<file path="config.mk">
export PLATFORM = sky130hd
export DESIGN_NAME = cam_decoder_sched
export DESIGN_NICKNAME = d
export VERILOG_FILES = /design/src/rtl/cam_decoder_sched.sv
export SDC_FILE = /design/constraint.sdc
export NUM_CORES = 1
export LEC_CHECK = 0
export ABC_AREA = 1
export CAP_MARGIN = 20
export CORE_UTILIZATION = 35
export DETAILED_ROUTE_END_ITERATION = 12
export PLACE_DENSITY = 0.65
export SYNTH_ARGS = -nofsm -noshare
export SYNTH_HDL_FRONTEND = slang
export SYNTH_SLANG_ARGS = --single-unit
</file>
<file path="constraint.sdc">
create_clock -name clk_i -period 1.5 [get_ports clk_i]
set_input_delay 0.225 -clock clk_i [delete_from_list [all_inputs] [get_ports clk_i]]
set_output_delay 0.225 -clock clk_i [all_outputs]
set_load 0.01 [all_outputs]
</file>
<file path="src/rtl/cam_decoder_sched.sv">
// cam_decoder_sched: arbitrated CAM decoder issuing one registered read/write/search enable per cycle.
// Optional CAM_DECODER_SCHED_STATS_EN adds issue and starvation counters.
module cam_decoder_sched #(
  parameter int DATA_WIDTH   = 32,
  parameter int ADDR_WIDTH   = 5,
  parameter int DEPTH        = 1 << ADDR_WIDTH,
  parameter int STARVE_LIMIT = 4
) (
  input  logic                  clk_i,
  input  logic                  reset_i,
  input  logic                  read_i,
  input  logic [ADDR_WIDTH-1:0] read_index_i,
  output logic                  read_ready_o,
  input  logic                  write_i,
  input  logic [ADDR_WIDTH-1:0] write_index_i,
  output logic                  write_ready_o,
  input  logic                  search_i,
  output logic                  search_ready_o,
  input  logic                  inval_i,
  input  logic [ADDR_WIDTH-1:0] inval_index_i,
  output logic [DEPTH-1:0]      read_enable_o,
  output logic [DEPTH-1:0]      write_enable_o,
  output logic [DEPTH-1:0]      search_enable_o,
  output logic [DEPTH-1:0]      valid_o,
  output logic                  issue_valid_o
`ifdef CAM_DECODER_SCHED_STATS_EN
  ,
  output logic [15:0]           read_cnt_o,
  output logic [15:0]           write_cnt_o,
  output logic [15:0]           search_cnt_o,
  output logic [15:0]           starve_cnt_o
`endif
);
  typedef enum logic [1:0] {OP_WR, OP_SR, OP_RD} op_t;
  localparam logic [3:0] LIM = 4'(STARVE_LIMIT);
  localparam logic [DEPTH-1:0] ONE = {{(DEPTH-1){1'b0}}, 1'b1};
  if (DATA_WIDTH < 1 || STARVE_LIMIT < 1 || STARVE_LIMIT > 15) begin : g_bad_param
    $error("cam_decoder_sched: bad parameter");
  end
  function automatic logic [DEPTH-1:0] hot(input logic [ADDR_WIDTH-1:0] i);
    hot = (32'(i) < DEPTH) ? ONE << i : '0;
  endfunction
  logic wr_full, sr_full, rd_full;
  logic [ADDR_WIDTH-1:0] wr_idx, rd_idx, iss_idx;
  logic [3:0] wr_age, sr_age, rd_age;
  logic iss_v;
  op_t iss_op;
  logic wr_old, sr_old, rd_old, any_old, sel_wr, sel_sr, sel_rd, sel_any;
  logic [DEPTH-1:0] iss_hot, inv_hot;
  assign write_ready_o  = !wr_full;
  assign search_ready_o = !sr_full;
  assign read_ready_o   = !rd_full;
  // aged slots pre-empt the default write > search > read order
  always_comb begin
    wr_old  = wr_full && wr_age >= LIM;
    sr_old  = sr_full && sr_age >= LIM;
    rd_old  = rd_full && rd_age >= LIM;
    any_old = wr_old || sr_old || rd_old;
    sel_wr  = any_old ? wr_old : wr_full;
    sel_sr  = (any_old ? sr_old : sr_full) && !sel_wr;
    sel_rd  = (any_old ? rd_old : rd_full) && !sel_wr && !sel_sr;
    sel_any = sel_wr || sel_sr || sel_rd;
    iss_hot = hot(iss_idx);
    inv_hot = inval_i ? hot(inval_index_i) : '0;
  end
`ifdef CAM_DECODER_SCHED_STATS_EN
  logic iss_starve;
  logic starve_win;
  assign starve_win = (sel_wr != wr_full) || (sel_sr != (sr_full && !wr_full));
`endif
  always_ff @(posedge clk_i) begin
    if (reset_i) begin
      wr_full <= 1'b0;
      sr_full <= 1'b0;
      rd_full <= 1'b0;
      wr_idx <= '0;
      rd_idx <= '0;
      wr_age <= '0;
      sr_age <= '0;
      rd_age <= '0;
      iss_v <= 1'b0;
      iss_op <= OP_WR;
      iss_idx <= '0;
      read_enable_o <= '0;
      write_enable_o <= '0;
      search_enable_o <= '0;
      valid_o <= '0;
      issue_valid_o <= 1'b0;
`ifdef CAM_DECODER_SCHED_STATS_EN
      iss_starve <= 1'b0;
      read_cnt_o <= '0;
      write_cnt_o <= '0;
      search_cnt_o <= '0;
      starve_cnt_o <= '0;
`endif
    end else begin
      wr_full <= sel_wr ? 1'b0 : wr_full | write_i;
      sr_full <= sel_sr ? 1'b0 : sr_full | search_i;
      rd_full <= sel_rd ? 1'b0 : rd_full | read_i;
      if (write_i && !wr_full) wr_idx <= write_index_i;
      if (read_i && !rd_full) rd_idx <= read_index_i;
      wr_age <= (wr_full && !sel_wr) ? wr_age + {3'b0, wr_age != 4'hf} : 4'h0;
      sr_age <= (sr_full && !sel_sr) ? sr_age + {3'b0, sr_age != 4'hf} : 4'h0;
      rd_age <= (rd_full && !sel_rd) ? rd_age + {3'b0, rd_age != 4'hf} : 4'h0;
      iss_v <= sel_any;
      iss_op <= sel_wr ? OP_WR : sel_sr ? OP_SR : OP_RD;
      iss_idx <= sel_wr ? wr_idx : rd_idx;
      issue_valid_o <= iss_v;
      write_enable_o <= (iss_v && iss_op == OP_WR) ? iss_hot : '0;
      read_enable_o <= (iss_v && iss_op == OP_RD) ? iss_hot : '0;
      search_enable_o <= (iss_v && iss_op == OP_SR) ? valid_o : '0;
      valid_o <= (valid_o & ~inv_hot) | ((iss_v && iss_op == OP_WR) ? iss_hot : '0);
`ifdef CAM_DECODER_SCHED_STATS_EN
      iss_starve <= sel_any && starve_win;
      if (iss_v && iss_op == OP_RD) read_cnt_o <= read_cnt_o + 16'd1;
      if (iss_v && iss_op == OP_WR) write_cnt_o <= write_cnt_o + 16'd1;
      if (iss_v && iss_op == OP_SR) search_cnt_o <= search_cnt_o + 16'd1;
      if (iss_v && iss_starve) starve_cnt_o <= starve_cnt_o + 16'd1;
`endif
    end
  end
endmodule

</file>
==> impl_metrics.xml, run 1 <==
<?xml version="1.0" encoding="UTF-8"?>
<metrics>
  <group name="final_layout">
    <metric name="layout-area-overhead-vs-synth" unit="%">45.79</metric>
    <metric name="fin_nets" unit="">796</metric>
    <metric name="antennaDiodeCount" unit="">0</metric>
    <metric name="drive_above_1_share" unit="%">10.77</metric>
  </group>
  <group name="global_route">
    <metric name="initial_antenna_violation_count" unit="">0</metric>
    <metric name="grt_max_degree" unit="">40</metric>
    <metric name="groute.layer.met3.usage" unit="%">5.284</metric>
    <metric name="globalRouteOverflowTotal" unit="">0</metric>
    <metric name="global_route.peak_usage_layer" unit="">met2</metric>
    <metric name="groute.usage.overall" unit="%">19.02</metric>
    <metric name="via_count_of_the_first_global_routing_pass" unit="">4469</metric>
    <metric name="grt_first_pass_wirelength" unit="mm">22.91</metric>
    <metric name="gr-usage-met2" unit="%">32.73</metric>
    <metric name="gr-usage-met1" unit="%">21.75</metric>
  </group>
  <group name="drt">
    <metric name="totalWireLength" unit="mm">14.26</metric>
    <metric name="wire_length_per_cell_after_detailed_routing" unit="um">14.79</metric>
    <metric name="drt-initial-drc-count" unit="">290</metric>
    <metric name="drt_pass1_iterations" unit="">4</metric>
    <metric name="via_count" unit="">4510</metric>
    <metric name="drc_violations_left" unit="">0</metric>
    <metric name="mean_number_of_vias_per_cell" unit="">4.678</metric>
    <metric name="route.antenna.remaining_nets" unit="">0</metric>
  </group>
  <group name="worst_setup_path">
    <metric name="cp-startpoint" unit="">wr_full</metric>
    <metric name="timing.critical_path.to_type" unit="">output port</metric>
    <metric name="cp_max_fo" unit="">4</metric>
    <metric name="critPathLaunchType" unit="">flop</metric>
    <metric name="worstReg2RegStart" unit="">iss_idx[1]</metric>
    <metric name="criticalPathCategory" unit="">flop to output port</metric>
    <metric name="critical_path_arrival" unit="ps">1200</metric>
    <metric name="data_required_time_at_the_worst_endpoint" unit="ps">1270</metric>
  </group>
  <group name="synthesis">
    <metric name="yosys_register_bits" unit="">162</metric>
    <metric name="syn-num-nets" unit="">623</metric>
    <metric name="synthesis.area" unit="mm^2">0.005258</metric>
    <metric name="yosysWarnings" unit="">0</metric>
    <metric name="synth_area_per_inst" unit="um^2">8.821</metric>
    <metric name="syn_inst" unit="">596</metric>
    <metric name="post-synth-top-area-fraction" unit="%">61.68</metric>
    <metric name="ranking_of_synthesized_cells_by_area" unit="">sky130_fd_sc_hd__dfxtp_1, sky130_fd_sc_hd__nor2_1, sky130_fd_sc_hd__o21ai_0</metric>
    <metric name="post_synth_num_cell_types" unit="">27</metric>
    <metric name="synth_top_area_cell" unit="">sky130_fd_sc_hd__dfxtp_1</metric>
    <metric name="sequential_cell_area_fraction_in_the_yosys_report" unit="%">61.68</metric>
  </group>
  <group name="clock_tree">
    <metric name="cts_root_buffer" unit="">sky130_fd_sc_hd__clkbuf_16</metric>
    <metric name="clk_pin_slew_worst_setup_hold_paths" unit="ps">60</metric>
    <metric name="post-cts-setup-buffer-count" unit="">0</metric>
    <metric name="cts_made_buffers" unit="">17</metric>
    <metric name="h_tree_lvls" unit="">4</metric>
    <metric name="ctsLongestPathBuffers" unit="">2</metric>
    <metric name="cts_tree" unit="">built</metric>
    <metric name="worstSkewPairLatency" unit="ps">430</metric>
    <metric name="clkSinkCount" unit="">162</metric>
  </group>
  <group name="place">
    <metric name="placement.io_buffers" unit="">152</metric>
    <metric name="place_congestion" unit="">0.8580</metric>
    <metric name="hpwlAfterDp" unit="mm">10.60</metric>
  </group>
  <group name="sta">
    <metric name="period_share" unit="%">94.88</metric>
    <metric name="timing.clock.skew" unit="ps">9.308</metric>
    <metric name="slew_viol_final" unit="">0</metric>
    <metric name="rsz0062_at_grt" unit="">true</metric>
    <metric name="final_hold_viol_count" unit="">0</metric>
    <metric name="achievable-frequency" unit="MHz">702.6</metric>
    <metric name="period_minus_slack" unit="ps">1423</metric>
    <metric name="setup_viol_count_final" unit="">0</metric>
    <metric name="holdWs" unit="ps">377.0</metric>
  </group>
  <group name="run_status">
    <metric name="run_status" unit="">finished, final reports clean</metric>
  </group>
  <group name="flow_run">
    <metric name="timing.max_cap.violations" unit="">0</metric>
  </group>
  <group name="floorplan">
    <metric name="num_io_pins" unit="">153</metric>
    <metric name="die_h" unit="um">124.6</metric>
    <metric name="die_w" unit="um">124.6</metric>
    <metric name="fp.dieArea" unit="mm^2">0.01552</metric>
    <metric name="initial_core_util" unit="%">36.04</metric>
    <metric name="row_count" unit="">44</metric>
    <metric name="placeableCoreArea" unit="mm^2">0.01459</metric>
  </group>
  <group name="worst_hold_path">
    <metric name="holdCritStartpoint" unit="">search_i</metric>
    <metric name="holdCritPathClass" unit="">input port to flop</metric>
  </group>
  <group name="power">
    <metric name="power" unit="mW">9.624</metric>
    <metric name="max-vdd-ir-drop" unit="V">0.0007805</metric>
    <metric name="pwr_density_cell" unit="mW/mm^2">1256</metric>
    <metric name="total_leakage_power" unit="nW">3.606</metric>
  </group>
</metrics>
==> cell usage after synthesis, drive strengths merged <==
library cell,number
dfxtp,162
nor2,154
inv,63
o21ai,52
nand2,39
nand3,28
o22ai,28
clkbuf,18
nand4,18
buf,10
ha,6
nor3,6
nor4,5
xnor2,3
xor2,2
a21oi,1
conb,1
==> final timing paths <==
path / cells after the start / slack [ps] / endpoint
max: 2 / 80 / write_ready_o
min: 3 / 380 / sr_full
max reg2reg: 6 / 90 / valid_o[18]
min reg2reg: 2 / 450 / issue_valid_o
==> metrics by stage <==
step	setup WS, ps	cells	setup TNS (ps)	instance area [um^2]	utilization (%)
finish	76.75	964	0	7665	52.54
detailed placement	-137.7	934	-2092	7162	49.09
CTS	0.5413	964	0	7615	52.20
floorplan	330.1	596	0	5258	-
global route	-37.89	964	-102.2	7665	52.54
global placement	-202.2	934	-1591	7162	49.09
==> state kept, by name, summed over array words and instances, names as in the netlist <==
register / count
iss_idx: 5
wr_age: 4
iss_v: 1
wr_idx: 5
wr_full: 1
sr_age: 4
iss_op: 2
read_enable_o: 32
rd_age: 4
issue_valid_o: 1
valid_o: 32
search_enable_o: 32
rd_full: 1
sr_full: 1
rd_idx: 5
write_enable_o: 32
==> cell families after synthesis <==
family	after synthesis	share of synthesized area [%]
XOR/XNOR	5	0.8331
other	1	0.07133
buffers and inverters	91	6.830
adder cells (fa/ha/maj)	6	1.428
flip-flops	162	61.68
AO/OA/AOI/OAI	81	8.591
AND/OR/NAND/NOR	250	20.56
==> timing repair <==
action | CTS | global route
endpoints found under the setup margin | 121 | 28
hold buffers | 0 | 0
pin swaps | 0 | 3
resized for setup | 124 | 20
==> worst max-delay path, cell delays in order, from the launching register on <==
cell and delay (ps):
sky130_fd_sc_hd__dfxtp_1 400, sky130_fd_sc_hd__inv_2 80, sky130_fd_sc_hd__dlygate4sd2_1 290
==> report_power, final <==
group	switching (mW)	internal, mW
clock network	1.79	2.63
logic	0.464	0.264
registers	0.0739	4.40
==> layout make-up <==
type | count | area (um^2)
Sequential cell | 162 | 3247
Fill cell | 1340 | 6924
Clock buffer | 17 | 425.4
Timing Repair Buffer | 182 | 1673
Multi-Input combinational cell | 343 | 1678
Clock inverter | 13 | 175.2
Inverter | 63 | 236.5
Tap cell | 184 | 230.2
==> layer usage <==
layer / vias up / wire, um
li1: 2273 / -
met1: 2078 / 5887
met2: 140 / 7289
met3: 19 / 748
met4: 0 / 336
met5: - / 0
==> layout by cell type, fill, tap and decap left out, types with 3 or more instances in the layout <==
cell / count
sky130_fd_sc_hd__dfxtp_1: 159
sky130_fd_sc_hd__clkdlybuf4s50_1: 20
sky130_fd_sc_hd__dlygate4sd2_1: 121
sky130_fd_sc_hd__o21ai_1: 5
sky130_fd_sc_hd__bufinv_16: 3
sky130_fd_sc_hd__dfxtp_2: 3
sky130_fd_sc_hd__nand3_1: 26
sky130_fd_sc_hd__nor2_2: 8
sky130_fd_sc_hd__dlymetal6s2s_1: 11
sky130_fd_sc_hd__nor2_1: 146
sky130_fd_sc_hd__nor3_1: 5
sky130_fd_sc_hd__ha_1: 6
sky130_fd_sc_hd__nor4_1: 3
sky130_fd_sc_hd__o22ai_1: 28
sky130_fd_sc_hd__nand2_1: 37
sky130_fd_sc_hd__clkbuf_16: 17
sky130_fd_sc_hd__inv_2: 3
sky130_fd_sc_hd__nand4_1: 18
sky130_fd_sc_hd__clkinvlp_4: 4
sky130_fd_sc_hd__buf_4: 26
sky130_fd_sc_hd__o21ai_2: 3
sky130_fd_sc_hd__o21ai_0: 44
sky130_fd_sc_hd__xnor2_1: 3
sky130_fd_sc_hd__inv_1: 60
sky130_fd_sc_hd__inv_6: 4
sky130_fd_sc_hd__buf_12: 4
Note: power is estimated with default switching activity, not from simulation.
==> inputs of run 2 (changes only) <==
Settings changed: CAP_MARGIN 20 to default, PLACE_DENSITY 0.65 to 0.68.
==> run 2 against run 1 <==
  * Cell count is 0.10% lower
  * Fmax is 3.3% lower
  * Die area stayed put
  * Critical path type unchanged
  * Critical endpoint is now search_enable_o[28]
  * Largest cell class unchanged
  * Largest power group unchanged
==> impl_metrics.xml, run 2 (same netlist as run 1, synthesis figures left out) <==
<?xml version="1.0" encoding="UTF-8"?>
<metrics>
  <group name="sta">
    <metric name="achievable-frequency" unit="MHz">679.1</metric>
    <metric name="period_share" unit="%">98.16</metric>
    <metric name="final_hold_viol_count" unit="">0</metric>
    <metric name="period_minus_slack" unit="ps">1472</metric>
    <metric name="rsz0062_at_grt" unit="">true</metric>
    <metric name="setup_viol_count_final" unit="">0</metric>
    <metric name="timing.clock.skew" unit="ps">8.590</metric>
    <metric name="slew_viol_final" unit="">0</metric>
    <metric name="tightestPinTransition" unit="ps">516.2</metric>
    <metric name="max_slew_margin" unit="%">65.55</metric>
    <metric name="holdWs" unit="ps">386.2</metric>
  </group>
  <group name="global_route">
    <metric name="initial_antenna_violation_count" unit="">0</metric>
    <metric name="grt_max_degree" unit="">52</metric>
    <metric name="via_count_of_the_first_global_routing_pass" unit="">4488</metric>
    <metric name="globalRouteOverflowTotal" unit="">0</metric>
    <metric name="groute.usage.overall" unit="%">18.99</metric>
    <metric name="grt_first_pass_wirelength" unit="mm">23.04</metric>
  </group>
  <group name="worst_setup_path">
    <metric name="timing.critical_path.to_type" unit="">output port</metric>
    <metric name="critPathLaunchType" unit="">flop</metric>
    <metric name="crit_buf_inv" unit="">1</metric>
    <metric name="cp_max_fo" unit="">1</metric>
    <metric name="path_delay_family" unit="">buffers and inverters</metric>
    <metric name="data_required_time_at_the_worst_endpoint" unit="ps">1270</metric>
    <metric name="critical_path_arrival" unit="ps">1250</metric>
    <metric name="critical_path.cell_chain" unit="">clkdlybuf4s50_1</metric>
    <metric name="criticalPathCategory" unit="">flop to output port</metric>
    <metric name="critPathSlowestCell" unit="">sky130_fd_sc_hd__clkdlybuf4s50_1</metric>
    <metric name="timing.critical_path.slowest_cell_delay" unit="ps">530</metric>
  </group>
  <group name="floorplan">
    <metric name="die_w" unit="um">124.6</metric>
    <metric name="placeableCoreArea" unit="mm^2">0.01459</metric>
    <metric name="num_io_pins" unit="">153</metric>
    <metric name="initial_core_util" unit="%">36.04</metric>
    <metric name="row_count" unit="">44</metric>
    <metric name="die_h" unit="um">124.6</metric>
    <metric name="fp.dieArea" unit="mm^2">0.01552</metric>
  </group>
  <group name="drt">
    <metric name="wire_length_per_cell_after_detailed_routing" unit="um">15.07</metric>
    <metric name="totalWireLength" unit="mm">14.51</metric>
    <metric name="via_count" unit="">4597</metric>
    <metric name="drc_violations_left" unit="">0</metric>
    <metric name="mean_number_of_vias_per_cell" unit="">4.774</metric>
    <metric name="drt-initial-drc-count" unit="">268</metric>
    <metric name="drt_pass1_iterations" unit="">4</metric>
    <metric name="route.antenna.remaining_nets" unit="">0</metric>
  </group>
  <group name="power">
    <metric name="max-vdd-ir-drop" unit="V">0.0007792</metric>
    <metric name="total_leakage_power" unit="nW">3.993</metric>
    <metric name="pwr_density_cell" unit="mW/mm^2">1200</metric>
  </group>
  <group name="clock_tree">
    <metric name="clkSinkCount" unit="">162</metric>
    <metric name="cts_tree" unit="">built</metric>
    <metric name="h_tree_lvls" unit="">4</metric>
    <metric name="clk_pin_slew_worst_setup_hold_paths" unit="ps">60</metric>
    <metric name="ctsLongestPathBuffers" unit="">2</metric>
    <metric name="cts_hold_buf" unit="">0</metric>
    <metric name="cts_root_buffer" unit="">sky130_fd_sc_hd__clkbuf_16</metric>
    <metric name="cts_made_buffers" unit="">17</metric>
    <metric name="worstSkewPairLatency" unit="ps">420</metric>
    <metric name="post-cts-setup-buffer-count" unit="">0</metric>
  </group>
  <group name="final_layout">
    <metric name="layout-area-overhead-vs-synth" unit="%">47.29</metric>
    <metric name="final_core_utilization" unit="%">53.08</metric>
    <metric name="drive_above_1_share" unit="%">10.01</metric>
    <metric name="fin_nets" unit="">795</metric>
    <metric name="layout_commonest_cell" unit="">sky130_fd_sc_hd__dfxtp_1</metric>
    <metric name="layout_common_cells" unit="">sky130_fd_sc_hd__dfxtp_1, sky130_fd_sc_hd__nor2_1, sky130_fd_sc_hd__dlygate4sd2_1, sky130_fd_sc_hd__inv_1, sky130_fd_sc_hd__o21ai_0</metric>
    <metric name="antennaDiodeCount" unit="">0</metric>
  </group>
  <group name="flow_run">
    <metric name="timing.max_cap.violations" unit="">0</metric>
  </group>
  <group name="place">
    <metric name="placement.io_buffers" unit="">152</metric>
    <metric name="hpwlAfterDp" unit="mm">10.72</metric>
    <metric name="place_congestion" unit="">0.9245</metric>
  </group>
  <group name="run_status">
    <metric name="run_status" unit="">finished, final reports clean</metric>
  </group>
  <group name="worst_hold_path">
    <metric name="holdCritPathClass" unit="">input port to flop</metric>
  </group>
</metrics>
## run 2: path summary, 6_finish.rpt
check	startpoint	to	slack, ps	cells after the start
setup reg to reg	iss_idx[1]	valid_o[2]	120	6
setup / recovery	search_enable_o[28]	search_enable_o[28]	30	1
hold / removal	write_i	wr_full	390	3
hold reg to reg	valid_o[1]	search_enable_o[1]	450	2
## run 2: metrics by stage
stage          setup WS [ps]  power, mW  area [um^2]  setup TNS [ps]  cells
2_1_floorplan          330.1      4.982         5258               0    596
3_5_place_dp          -191.1      5.296         7154           -3222    933
6_report               27.53      9.289         7744               0    963
3_3_place_gp          -206.9      5.273         7154           -1973    933
4_1_cts               0.1920      9.359         7619               0    963
5_1_grt              -0.3028      9.663         7744         -0.3028    963
## run 2: repair_timing
item	4_1_cts	5_1_grt
cloned	0	0
resized for setup	79	47
hold endpoints to repair	0	0
setup endpoints to repair	77	48
## run 2: area by class of cell
cell class | instances | area (um^2)
Timing Repair Buffer | 181 | 1803
Clock buffer | 19 | 442.9
Multi-Input combinational cell | 343 | 1670
Sequential cell | 162 | 3246
Fill cell | 1359 | 6845
Clock inverter | 11 | 115.1
Tap cell | 184 | 230.2
Inverter | 63 | 236.5
## run 2: power breakdown
group	internal, mW	switching [mW]	leakage, nW
combinational	0.258	0.465	2.41
sequential	4.40	0.0728	1.31
clock	2.46	1.64	0.266
total	7.11	2.18	3.99
## run 2: worst min-delay path, cell delays in order
cell	delay, ps
sky130_fd_sc_hd__clkdlybuf4s50_1	400
sky130_fd_sc_hd__inv_1	70
sky130_fd_sc_hd__a21oi_1	60
## run 2: routing by layer
layer | global-route usage, % | vias to the layer above | routed length, um
li1 | - | 2273 | -
met1 | 22.44 | 2132 | 6209
met2 | 31.72 | 162 | 7120
met3 | 4.467 | 30 | 717
met4 | 10.35 | 0 | 460
met5 | 0 | - | 0
